==> config.mk <==
export PLATFORM = sky130hd
export DESIGN_NAME = pipe_stage_buf
export DESIGN_NICKNAME = d
export VERILOG_FILES = /design/src/rtl/pipe_stage_buf.sv
export SDC_FILE = /design/constraint.sdc
export NUM_CORES = 1
export LEC_CHECK = 0
export BUFFER_PORTS_ARGS = -buffer_cell sky130_fd_sc_hd__clkbuf_2
export CAP_MARGIN = 30
export CORE_ASPECT_RATIO = 1.75
export CORE_UTILIZATION = 32
export CTS_CLUSTER_SIZE = 24
export DETAILED_ROUTE_END_ITERATION = 7
export SYNTH_ARGS = -nofsm -noshare
export SYNTH_HDL_FRONTEND = slang
export SYNTH_SLANG_ARGS = --single-unit
==> constraint.sdc <==
create_clock -name CLK -period 4.23 [get_ports CLK]
set_clock_uncertainty 0.15 [all_clocks]
set_input_delay 0.6345 -clock CLK [delete_from_list [all_inputs] [get_ports CLK]]
set_output_delay 0.6345 -clock CLK [all_outputs]
set_load 0.02 [all_outputs]
==> src/rtl/pipe_stage_buf.sv <==
`default_nettype none
// ============================================================================
// Module  : pipe_stage_buf
// Brief   : Pipeline stage register with valid/ready, flush, stall, skid buffer
// Revision: 1.0 - initial release
// ============================================================================
module pipe_stage_buf #(
    parameter int                  DATA_W      = 32,
    parameter int                  CTRL_W      = 24,
    parameter logic [CTRL_W-1:0]   BUBBLE_CTRL = '0,
    parameter int                  SKID        = 1,
    parameter int                  CLEAR_DATA  = 1,
    parameter int                  CNT_W       = 16
) (
    input  logic              CLK,
    input  logic              RSTn,
    input  logic              IN_VALID,
    output logic              IN_READY,
    input  logic [DATA_W-1:0] IN_DATA,
    input  logic [CTRL_W-1:0] IN_CTRL,
    output logic              OUT_VALID,
    input  logic              OUT_READY,
    output logic [DATA_W-1:0] OUT_DATA,
    output logic [CTRL_W-1:0] OUT_CTRL,
    input  logic              STALL,
    input  logic              FLUSH,
    output logic [1:0]        OCC,
    output logic [CNT_W-1:0]  FLUSH_CNT
);

    localparam logic [CNT_W:0] c_CNT_MAX = {1'b0, {CNT_W{1'b1}}};

    logic              r_m_valid;
    logic [DATA_W-1:0] r_m_data;
    logic [CTRL_W-1:0] r_m_ctrl;
    logic              w_s_valid;
    logic [DATA_W-1:0] w_s_data;
    logic [CTRL_W-1:0] w_s_ctrl;
    logic              w_in_ready;
    logic              w_accept;
    logic              w_pop;
    logic [1:0]        w_discard;
    logic [CNT_W:0]    w_cnt_sum;
    logic [CNT_W-1:0]  r_flush_cnt;

    assign w_pop    = r_m_valid & OUT_READY;
    assign w_accept = IN_VALID & w_in_ready;

    generate
        if (SKID != 0) begin : g_skid
            logic              r_s_valid;
            logic [DATA_W-1:0] r_s_data;
            logic [CTRL_W-1:0] r_s_ctrl;

            // Ready comes only from flops: the skid slot absorbs the one entry
            // accepted while a downstream stall is still propagating.
            assign w_in_ready = ~r_s_valid & ~STALL & ~FLUSH;
            assign w_s_valid  = r_s_valid;
            assign w_s_data   = r_s_data;
            assign w_s_ctrl   = r_s_ctrl;

            always_ff @(posedge CLK or negedge RSTn) begin
                if (!RSTn) begin
                    r_s_valid <= 1'b0;
                    r_s_data  <= '0;
                    r_s_ctrl  <= BUBBLE_CTRL;
                end else if (FLUSH) begin
                    r_s_valid <= 1'b0;
                    r_s_ctrl  <= BUBBLE_CTRL;
                    if (CLEAR_DATA != 0) begin
                        r_s_data <= '0;
                    end
                end else if (w_accept && r_m_valid && !w_pop) begin
                    r_s_valid <= 1'b1;
                    r_s_data  <= IN_DATA;
                    r_s_ctrl  <= IN_CTRL;
                end else if (w_pop) begin
                    r_s_valid <= 1'b0;
                end
            end
        end else begin : g_noskid
            assign w_in_ready = ~STALL & ~FLUSH & (~r_m_valid | OUT_READY);
            assign w_s_valid  = 1'b0;
            assign w_s_data   = '0;
            assign w_s_ctrl   = BUBBLE_CTRL;
        end
    endgenerate

    always_ff @(posedge CLK or negedge RSTn) begin
        if (!RSTn) begin
            r_m_valid <= 1'b0;
            r_m_data  <= '0;
            r_m_ctrl  <= BUBBLE_CTRL;
        end else if (FLUSH) begin
            r_m_valid <= 1'b0;
            r_m_ctrl  <= BUBBLE_CTRL;
            if (CLEAR_DATA != 0) begin
                r_m_data <= '0;
            end
        end else if (w_pop && w_s_valid) begin
            r_m_valid <= 1'b1;
            r_m_data  <= w_s_data;
            r_m_ctrl  <= w_s_ctrl;
        end else if (w_accept && (!r_m_valid || w_pop)) begin
            r_m_valid <= 1'b1;
            r_m_data  <= IN_DATA;
            r_m_ctrl  <= IN_CTRL;
        end else if (w_pop) begin
            r_m_valid <= 1'b0;
        end
    end

    // An entry popped in the flush cycle was consumed, so it is not counted.
    assign w_discard = {1'b0, r_m_valid & ~w_pop} + {1'b0, w_s_valid};
    assign w_cnt_sum = {1'b0, r_flush_cnt} + {{(CNT_W-1){1'b0}}, w_discard};

    always_ff @(posedge CLK or negedge RSTn) begin
        if (!RSTn) begin
            r_flush_cnt <= '0;
        end else if (FLUSH) begin
            if (w_cnt_sum > c_CNT_MAX) begin
                r_flush_cnt <= {CNT_W{1'b1}};
            end else begin
                r_flush_cnt <= w_cnt_sum[CNT_W-1:0];
            end
        end
    end

    assign IN_READY  = w_in_ready;
    assign OUT_VALID = r_m_valid;
    assign OUT_DATA  = r_m_data;
    assign OUT_CTRL  = r_m_valid ? r_m_ctrl : BUBBLE_CTRL;
    assign OCC       = {1'b0, r_m_valid} + {1'b0, w_s_valid};
    assign FLUSH_CNT = r_flush_cnt;

endmodule
`default_nettype wire
==> impl_metrics.json <==
{
  "grt_usage_pct": 16.2,
  "hold_violations": 0,
  "cts_sinks": 130,
  "syn_area_um2": 6140,
  "power.switching_w": 0.000764,
  "clk_pin_slew_ns": 0.06,
  "cts_made_buffers": 17,
  "wl_per_cell_um": 15.4,
  "yosys.area_share.simple_pct": 16.9,
  "p_comb_share_pct": 10.0,
  "clk_latency_ns": 0.41,
  "crit_fanout": 30,
  "relSlewSlack_pct": 38.2,
  "h-tree-depth": 4,
  "drtPass1Iterations": 4,
  "grt_pass1_vias": 4663,
  "syn-instance-count": 618,
  "synth_cell_types": 33,
  "drive_above_1_share_pct": 27.1,
  "clock_path_buffers": 2,
  "status": "completed",
  "synth_edf_count": 0,
  "fin_hold_ws_ns": 0.160,
  "sw_frac_of_total_pct": 24.5,
  "cts_hold_buf": 0,
  "final_common_cell": "clkbuf_2",
  "fin_crit_ns": 2.86,
  "placed_cells": 957,
  "synth_seq_cells": 130,
  "rows": 66,
  "placed_cell_area_um2": 7040,
  "layout_common_cells": "135 x clkbuf_2, 130 x dfrtp_1, 128 x nand2_1, 64 x nor2_1, 61 x mux2i_1",
  "fmax_mhz": 350,
  "overflow": 0,
  "seq_area_frac_synth_pct": 53.0,
  "postCtsSetupBuffers": 0,
  "start_kind": "register",
  "coreArea_um2": 18700,
  "crit_arrival_ns": 3.04,
  "remaining_drc_errors": 0,
  "setup_violations": 0,
  "worstSetupPathType": "register to register",
  "dp_worst_setup_slack_ns": 1.24,
  "grt_max_degree": 95,
  "die_height_um": 185,
  "cts_tree": "built",
  "setup_tns_ns": 0,
  "n_antenna_cell": 0,
  "synthAdderAreaFrac_pct": 0.937,
  "portBuffers": 137,
  "required_ns": 4.41,
  "synthXorXnorAreaFrac_pct": 1.43,
  "stdcell_area_um2": 7620,
  "endpoint_kind": "register",
  "initial_core_util_pct": 32.9,
  "io_pins": 138,
  "layout_setup_ws_ns": 1.37,
  "ant_nets": 0,
  "synth_compound_area_share_pct": 13.5,
  "cts-root-buf": "clkbuf_16",
  "nNetsFinal": 804,
  "die_w_um": 107,
  "cts_resized": 0,
  "drv_cap": 0,
  "rsz0062_at_grt": "false",
  "area_delta_synth_final_pct": 24.1,
  "hold_path.class": "input port to async pin",
  "vdd_drop_max_mv": 0.223,
  "drt-initial-drc-count": 138,
  "r2r-start": "OUT_VALID",
  "vias": 4736,
  "routed_wl_um": 15200,
  "antenna_found_initial": 0,
  "async_flop_share_pct": 100,
  "p_int_w": 0.00236,
  "dieArea_um2": 19800,
  "syn-num-nets": 684,
  "synth_top_family_by_area": "simple AND/OR/NAND/NOR gates",
  "finalMaxSlewViolations": 0,
  "place_hpwl_um": 10200,
  "power_frac_clock_pct": 46.9,
  "stdcell_count": 986,
  "grt_pass1_wl_um": 24300,
  "power_density_nw_per_um2": 409,
  "r2r_slack_ns": 1.37,
  "seqPwrFrac_pct": 43.0,
  "critPathLaunch": "OUT_VALID",
  "synth.mux.area_fraction_pct": 10.1,
  "syn_area_per_cell_um2": 9.94,
  "rr_endpoint": "FLUSH_CNT[13]",
  "ys_warn_count": 0,
  "vias_per_cell": 4.80,
  "p_leak_nw": 3.94,
  "fin_crit_sh_pct": 67.6,
  "worstMarginPinSlew_ns": 0.927,
  "ys.flop_type": "dfrtp_1",
  "reg2reg_depth": 11,
  "place_congestion": 0.755
}
[sequential cells by signal (all words and copies together), names as in the netlist]
name,flops
r_m_ctrl,24
OUT_VALID,1
OUT_DATA,32
g_skid.r_s_ctrl,24
FLUSH_CNT,16
g_skid.r_s_data,32
g_skid.r_s_valid,1
[how the worst max path moves through the flow]
| stage | depth (start not counted) | endpoint | slack [ns] |
|---|---|---|---|
| detailed placement | 11 | FLUSH_CNT[13] | 1.24 |
| floorplan | 9 | FLUSH_CNT[15] | 1.57 |
| global placement | 11 | FLUSH_CNT[13] | 1.25 |
| finish | 11 | FLUSH_CNT[13] | 1.37 |
| CTS | 11 | FLUSH_CNT[13] | 1.31 |
| global route | 11 | FLUSH_CNT[14] | 1.16 |
[worst max-delay path, stage by stage (launching register included)]
cell,delay (ns)
dfrtp_1,0.32
buf_4,0.28
nor2b_1,0.17
buf_4,0.16
inv_1,0.06
fa_1,0.40
inv_1,0.09
ha_1,0.17
nand2_1,0.15
nor2_1,0.20
nand3b_1,0.42
nand3_1,0.20
[power by group through the flow]
stage | logic, W | clock network [W] | registers, W
finish | 0.000313 | 0.00146 | 0.00134
global route | 0.000349 | 0.00155 | 0.00135
CTS | 0.000321 | 0.00150 | 0.00134
detailed placement | 0.000320 | 0 | 0.00136
global placement | 0.000314 | 0 | 0.00136
floorplan | 0.000140 | 0 | 0.00140
[cell families (layout without fill, tap and decap cells)]
kind of cell               count (synthesis)  count (layout)
AOI/OAI and AO/OA                        115             115
xor gates and xnor gates                  10              10
muxes                                     62              62
buffers and inverters                     54             184
adders and majority gates                  4               4
and+or+nand+nor                          243             243
DFF                                      130             130
[layer usage]
metal  GRT usage (%)  vias to the layer above  routed length, um
met5               0                        -                  0
met4            7.07                        0                170
met3            3.38                        6                517
met2            28.2                       94               8050
met1            19.0                     2289               6470
li1                -                     2347                  -
[synth_stat cells, types with 5 or more instances]
master      n  area share (%)
a211oi_1   36             4.4
nor2_1     64             3.9
nand4_1     7            0.71
mux2i_1    61             9.9
buf_2      14             1.1
clkbuf_1   25             1.5
dfrtp_1   130              53
nand2_1   128             7.8
xor2_1      6            0.86
o21ai_0    56             4.6
and2_1     24             2.4
inv_1       5            0.31
a211oi_2   21             4.3
[layout make-up]
type	instances	area [um^2]
clock buffer	24	512
inverter	6	22.5
clock inverter	5	75.1
tap	238	298
fill	1900	11000
timing repair buffer	149	797
multi-input combinational	434	2670
sequential	130	3250
[stage by stage]
stage / power, W / utilization, %
floorplan: 0.00154 / -
global placement: 0.00168 / 37.6
detailed placement: 0.00168 / 37.7
CTS: 0.00316 / 40.8
global route: 0.00325 / 40.8
finish: 0.00312 / 40.8
Note: power is estimated with default switching activity, not from simulation.
